`src/rtl/wishbone_ctrl_pkg.sv`:
```
// Shared types for the single-transfer Wishbone Classic controller.
package wishbone_ctrl_pkg;

    localparam int ADR_W_DEF = 8;
    localparam int DAT_W_DEF = 8;

    typedef enum logic {
        IDLE = 1'b0,
        BUSY = 1'b1
    } state_t;

    typedef struct packed {
        logic                 we;
        logic [ADR_W_DEF-1:0] adr;
        logic [DAT_W_DEF-1:0] wdata;
    } cmd_t;

endpackage

```
`src/rtl/wishbone_timeout_counter.sv`:
```
// ACK wait counter: cleared while idle, counts un-acknowledged BUSY cycles,
// flags expiry combinationally on the edge the count would reach LIMIT.
module wishbone_timeout_counter #(
    parameter int unsigned LIMIT = 16
) (
    input  logic clk_i,
    input  logic rst_ni,
    input  logic clr_i,
    input  logic en_i,
    output logic expire_o
);

    logic [15:0] count;

    always_ff @(posedge clk_i or negedge rst_ni) begin
        if (!rst_ni) begin
            count <= '0;
        end else if (clr_i) begin
            count <= '0;
        end else if (en_i) begin
            count <= count + 16'd1;
        end
    end

    assign expire_o = en_i && (count == 16'(LIMIT - 1));

endmodule

```
`src/rtl/wishbone_ctrl_classic.sv`:
```
// Single-transfer Wishbone B4 Classic controller (one cycle per command).
// Optional ACK timeout compiled in with `define WB_CTRL_TIMEOUT_EN.
module wishbone_ctrl_classic
    import wishbone_ctrl_pkg::*;
#(
    parameter int ADR_WIDTH      = ADR_W_DEF,
    parameter int DAT_WIDTH      = DAT_W_DEF,
    parameter int TIMEOUT_CYCLES = 16
) (
    input  logic                 clk_i,
    input  logic                 rst_ni,
    input  logic                 cmd_valid_i,
    output logic                 cmd_ready_o,
    input  logic                 cmd_we_i,
    input  logic [ADR_WIDTH-1:0] cmd_adr_i,
    input  logic [DAT_WIDTH-1:0] cmd_wdata_i,
    output logic                 rsp_valid_o,
    output logic [DAT_WIDTH-1:0] rsp_rdata_o,
    output logic                 rsp_err_o,
    output logic                 wb_cyc_o,
    output logic                 wb_stb_o,
    output logic                 wb_we_o,
    output logic [ADR_WIDTH-1:0] wb_adr_o,
    output logic [DAT_WIDTH-1:0] wb_dat_o,
    input  logic [DAT_WIDTH-1:0] wb_dat_i,
    input  logic                 wb_ack_i
);

    if (TIMEOUT_CYCLES < 2 || TIMEOUT_CYCLES > 65535) begin : g_bad_timeout
        $error("TIMEOUT_CYCLES must be within 2..65535");
    end

    state_t state;
    logic   timeout;

    assign cmd_ready_o = (state == IDLE);
    assign wb_stb_o    = wb_cyc_o;

`ifdef WB_CTRL_TIMEOUT_EN
    logic to_expire;

    wishbone_timeout_counter #(
        .LIMIT(TIMEOUT_CYCLES)
    ) u_timeout (
        .clk_i   (clk_i),
        .rst_ni  (rst_ni),
        .clr_i   (state == IDLE),
        .en_i    ((state == BUSY) && !wb_ack_i),
        .expire_o(to_expire)
    );

    assign timeout = to_expire;
`else
    assign timeout = 1'b0;
`endif

    always_ff @(posedge clk_i or negedge rst_ni) begin
        if (!rst_ni) begin
            state       <= IDLE;
            rsp_valid_o <= 1'b0;
            rsp_rdata_o <= '0;
            rsp_err_o   <= 1'b0;
            wb_cyc_o    <= 1'b0;
            wb_we_o     <= 1'b0;
            wb_adr_o    <= '0;
            wb_dat_o    <= '0;
        end else begin
            rsp_valid_o <= 1'b0;
            rsp_err_o   <= 1'b0;
            case (state)
                IDLE: begin
                    if (cmd_valid_i) begin
                        wb_we_o  <= cmd_we_i;
                        wb_adr_o <= cmd_adr_i;
                        wb_dat_o <= cmd_wdata_i;
                        wb_cyc_o <= 1'b1;
                        state    <= BUSY;
                    end
                end
                BUSY: begin
                    // ACK beats a timeout that lands on the same edge
                    if (wb_ack_i) begin
                        wb_cyc_o    <= 1'b0;
                        rsp_valid_o <= 1'b1;
                        if (!wb_we_o) begin
                            rsp_rdata_o <= wb_dat_i;
                        end
                        state <= IDLE;
                    end else if (timeout) begin
                        wb_cyc_o    <= 1'b0;
                        rsp_valid_o <= 1'b1;
                        rsp_err_o   <= 1'b1;
                        state       <= IDLE;
                    end
                end
                default: state <= IDLE;
            endcase
        end
    end

endmodule
```
`config.mk`:
```
export PLATFORM = sky130hd
export DESIGN_NAME = wishbone_ctrl_classic
export DESIGN_NICKNAME = d
export VERILOG_FILES = /design/src/rtl/wishbone_ctrl_pkg.sv /design/src/rtl/wishbone_timeout_counter.sv /design/src/rtl/wishbone_ctrl_classic.sv
export SDC_FILE = /design/constraint.sdc
export NUM_CORES = 1
export LEC_CHECK = 0
export ABC_AREA = 1
export BUFFER_PORTS_ARGS = -buffer_cell sky130_fd_sc_hd__buf_2
export CAP_MARGIN = 10
export CORE_MARGIN = 2
export CORE_UTILIZATION = 45
export DETAILED_ROUTE_END_ITERATION = 8
export GPL_ROUTABILITY_DRIVEN = 0
export PLACE_DENSITY = 0.86
export SYNTH_ARGS = -nofsm -noshare
export SYNTH_HDL_FRONTEND = slang
export SYNTH_SLANG_ARGS = --single-unit
```
`constraint.sdc`:
```
create_clock -name clk_i -period 1.35 [get_ports clk_i]
set_clock_uncertainty 0.1 [all_clocks]
set_input_delay 0.27 -clock clk_i [delete_from_list [all_inputs] [get_ports clk_i]]
set_output_delay 0.27 -clock clk_i [all_outputs]
set_load 0.03 [all_outputs]
```
==> results.ini <==
[critical_path]
timing.rr.end = rsp_rdata_o[2]
critPathMaxFanout = 2
cpLargestDelayFamily = flip-flops
arrival_ps = 940
crit_path_top_delay_cell = dfrtp_1
crit_chain = inv_2, buf_6
critPathKind = flop to output port
r2r_cells = 5
cp-end-kind = output port
slowest_delay_ps = 420
cp.buffers_inverters = 2
worst-r2r-setup-slack_ps = 130
crit_path_start_kind = flop
required_ps = 980
rr_startpoint = wb_we_o

[sta]
fmax_ghz = 0.7651
fin_crit_sh = 0.9681
period_needed_ps = 1307
worst_pin_slew_ps = 598.0
rsz0062_at_grt = true
setup_viol = 0
slew_headroom = 0.6013
finalWorstSetupSlack_ps = 43.05
drv_slew = 0
fin_hold_ws_ps = 61.05
final_hold_viol_count = 0

[placement]
place_ws_ps = 278.9
hpwlAfterDp_um = 1941
io_buffer_count = 57
dp_cells = 204

[final_layout]
layout_common_cells = 55 x buf_2, 51 x nand2_1, 28 x dfrtp_1
layout_commonest_cell = buf_2
finalNetCount = 212
instances_no_fill = 212
num_antenna_cells = 0
utilization = 0.6200
area_growth_pct = 27.81
final_layout_size_suffix_gt1_frac = 0.4505

[worst_hold_path]
whs_path_depth = 3
holdPathEnd = wb_adr_o[4]
min-delay-start = cmd_adr_i[4]
hold_class = primary input to flop

[cts]
clk_path_buf_depth = 2
clock_latency_ps = 320
tritoncts = yes
cts.htree.levels = 1
root_buffer = clkbuf_4
clock_sinks = 28
cts_made_buffers = 3
clk_pin_slew_ps = 140

[drt]
wl_um = 2614
drcViolationCount = 0
wire_per_inst_um = 12.33
via_per_inst = 4.925
drt_iter0_drc = 19
dr.pass1.iters = 6
dr_wl_met2_um = 1344
vias = 1044
ant_nets = 0
wl_met3_um = 159
wl_met1_um = 1087
top_layer = met4

[yosys]
ys_warn_count = 0
synth_area_um2 = 1224
syn_inst = 122
ys_seq_area_frac = 0.5726
syn_avg_cell_area_um2 = 10.03
ys_types = 15
synth_fp_nets = 151
ys_ff_latch = 28

[power]
ir_drop_mv = 1.075
power_density_nw_per_um2 = 1691
leakagePower_nw = 0.9041
total_power_mw = 2.645

[grt]
antenna_found_initial = 0
first_global_vias = 942
overflow = 0
grt_max_degree = 29
grt_pass1_wl_um = 4305
grt.total_usage = 0.1703

[die]
ios = 59
fp.dieH_um = 56.15
coreArea_um2 = 2522
start_util = 0.4851
rows = 18
die_x_um = 56.15
fp.dieArea_um2 = 3152

[run]
drv_cap = 0

[outcome]
outcome = finished clean

[layer usage]
layer	global-route usage	vias to the layer above
met5	0	-
li1	-	509
met4	0.05102	0
met1	0.2197	493
met3	0.02326	4
met2	0.2958	38
[power breakdown]
group	switching, mW	internal [mW]	leakage (nW)
clock	0.237	0.165	0.0210
combinational	0.769	0.324	0.537
sequential	0.110	1.04	0.346
[worst max-delay path by stage]
stage | to | depth (start not counted) | start
after floorplan | rsp_rdata_o[0] | 4 | wb_we_o
after global placement | cmd_ready_o | 2 | state
after detailed placement | rsp_rdata_o[2] | 4 | wb_we_o
after CTS | wb_we_o | 1 | wb_we_o
after global routing | cmd_ready_o | 2 | state
final | cmd_ready_o | 2 | state
[cell type report]
type	count	area (µm²)
clock buffers	4	36.28
fillers	227	958.4
inverters	4	15.01
multi-input cells	81	417.9
flip-flops and latches	28	700.7
well taps	30	37.54
repair buffers	65	356.6
[logic make-up (layout without fill, tap and decap cells)]
kind of cell	count (synthesis)	count (layout)	synth area share
AO/OA/AOI/OAI	2	2	0.01124
flip-flops	28	28	0.5726
AND/OR/NAND/NOR	78	78	0.3272
buffers and inverters	13	73	0.08589
other	1	1	0.003065
[worst register-to-register path, stage by stage (launching register included)]
cell and delay [ps]:
dfrtp_1 430, buf_4 150, inv_2 140, nand3_4 140
nand2_1 100, nand2_1 60
[stage by stage]
| stage | area [µm²] | setup TNS, ps |
|---|---|---|
| detailed placement | 1486 | 0 |
| CTS | 1546 | 0 |
| global route | 1564 | -10.09 |
| global placement | 1486 | 0 |
| floorplan | 1224 | 0 |
| finish | 1564 | 0 |
[registers in the layout, indices dropped and copies added, names as in the netlist]
| signal | flops |
|---|---|
| state | 1 |
| wb_adr_o | 8 |
| wb_cyc_o | 1 |
| rsp_valid_o | 1 |
| wb_dat_o | 8 |
| rsp_rdata_o | 8 |
| wb_we_o | 1 |
[repair_timing]
item,4_1_cts,5_1_grt
buffers inserted,1,2
gates resized for setup,2,2
hold buffers,1,0
endpoints found under the setup margin,1,2
endpoints found under the hold margin,28,0
[synthesized netlist by cell type]
library cell / number / area (µm²)
a21oi_2: 1 / 8.760
buf_4: 4 / 30.03
buf_6: 4 / 45.04
buf_8: 1 / 15.01
conb_1: 1 / 3.750
dfrtp_1: 28 / 700.7
inv_1: 2 / 7.510
inv_2: 2 / 7.510
nand2_1: 51 / 191.4
nand2_4: 1 / 11.26
nand3_1: 8 / 40.04
nand3_2: 9 / 90.09
nand3_4: 1 / 17.52
nand4_1: 8 / 50.05
o21ai_0: 1 / 5.000
Note: power is estimated with default switching activity, not from simulation.
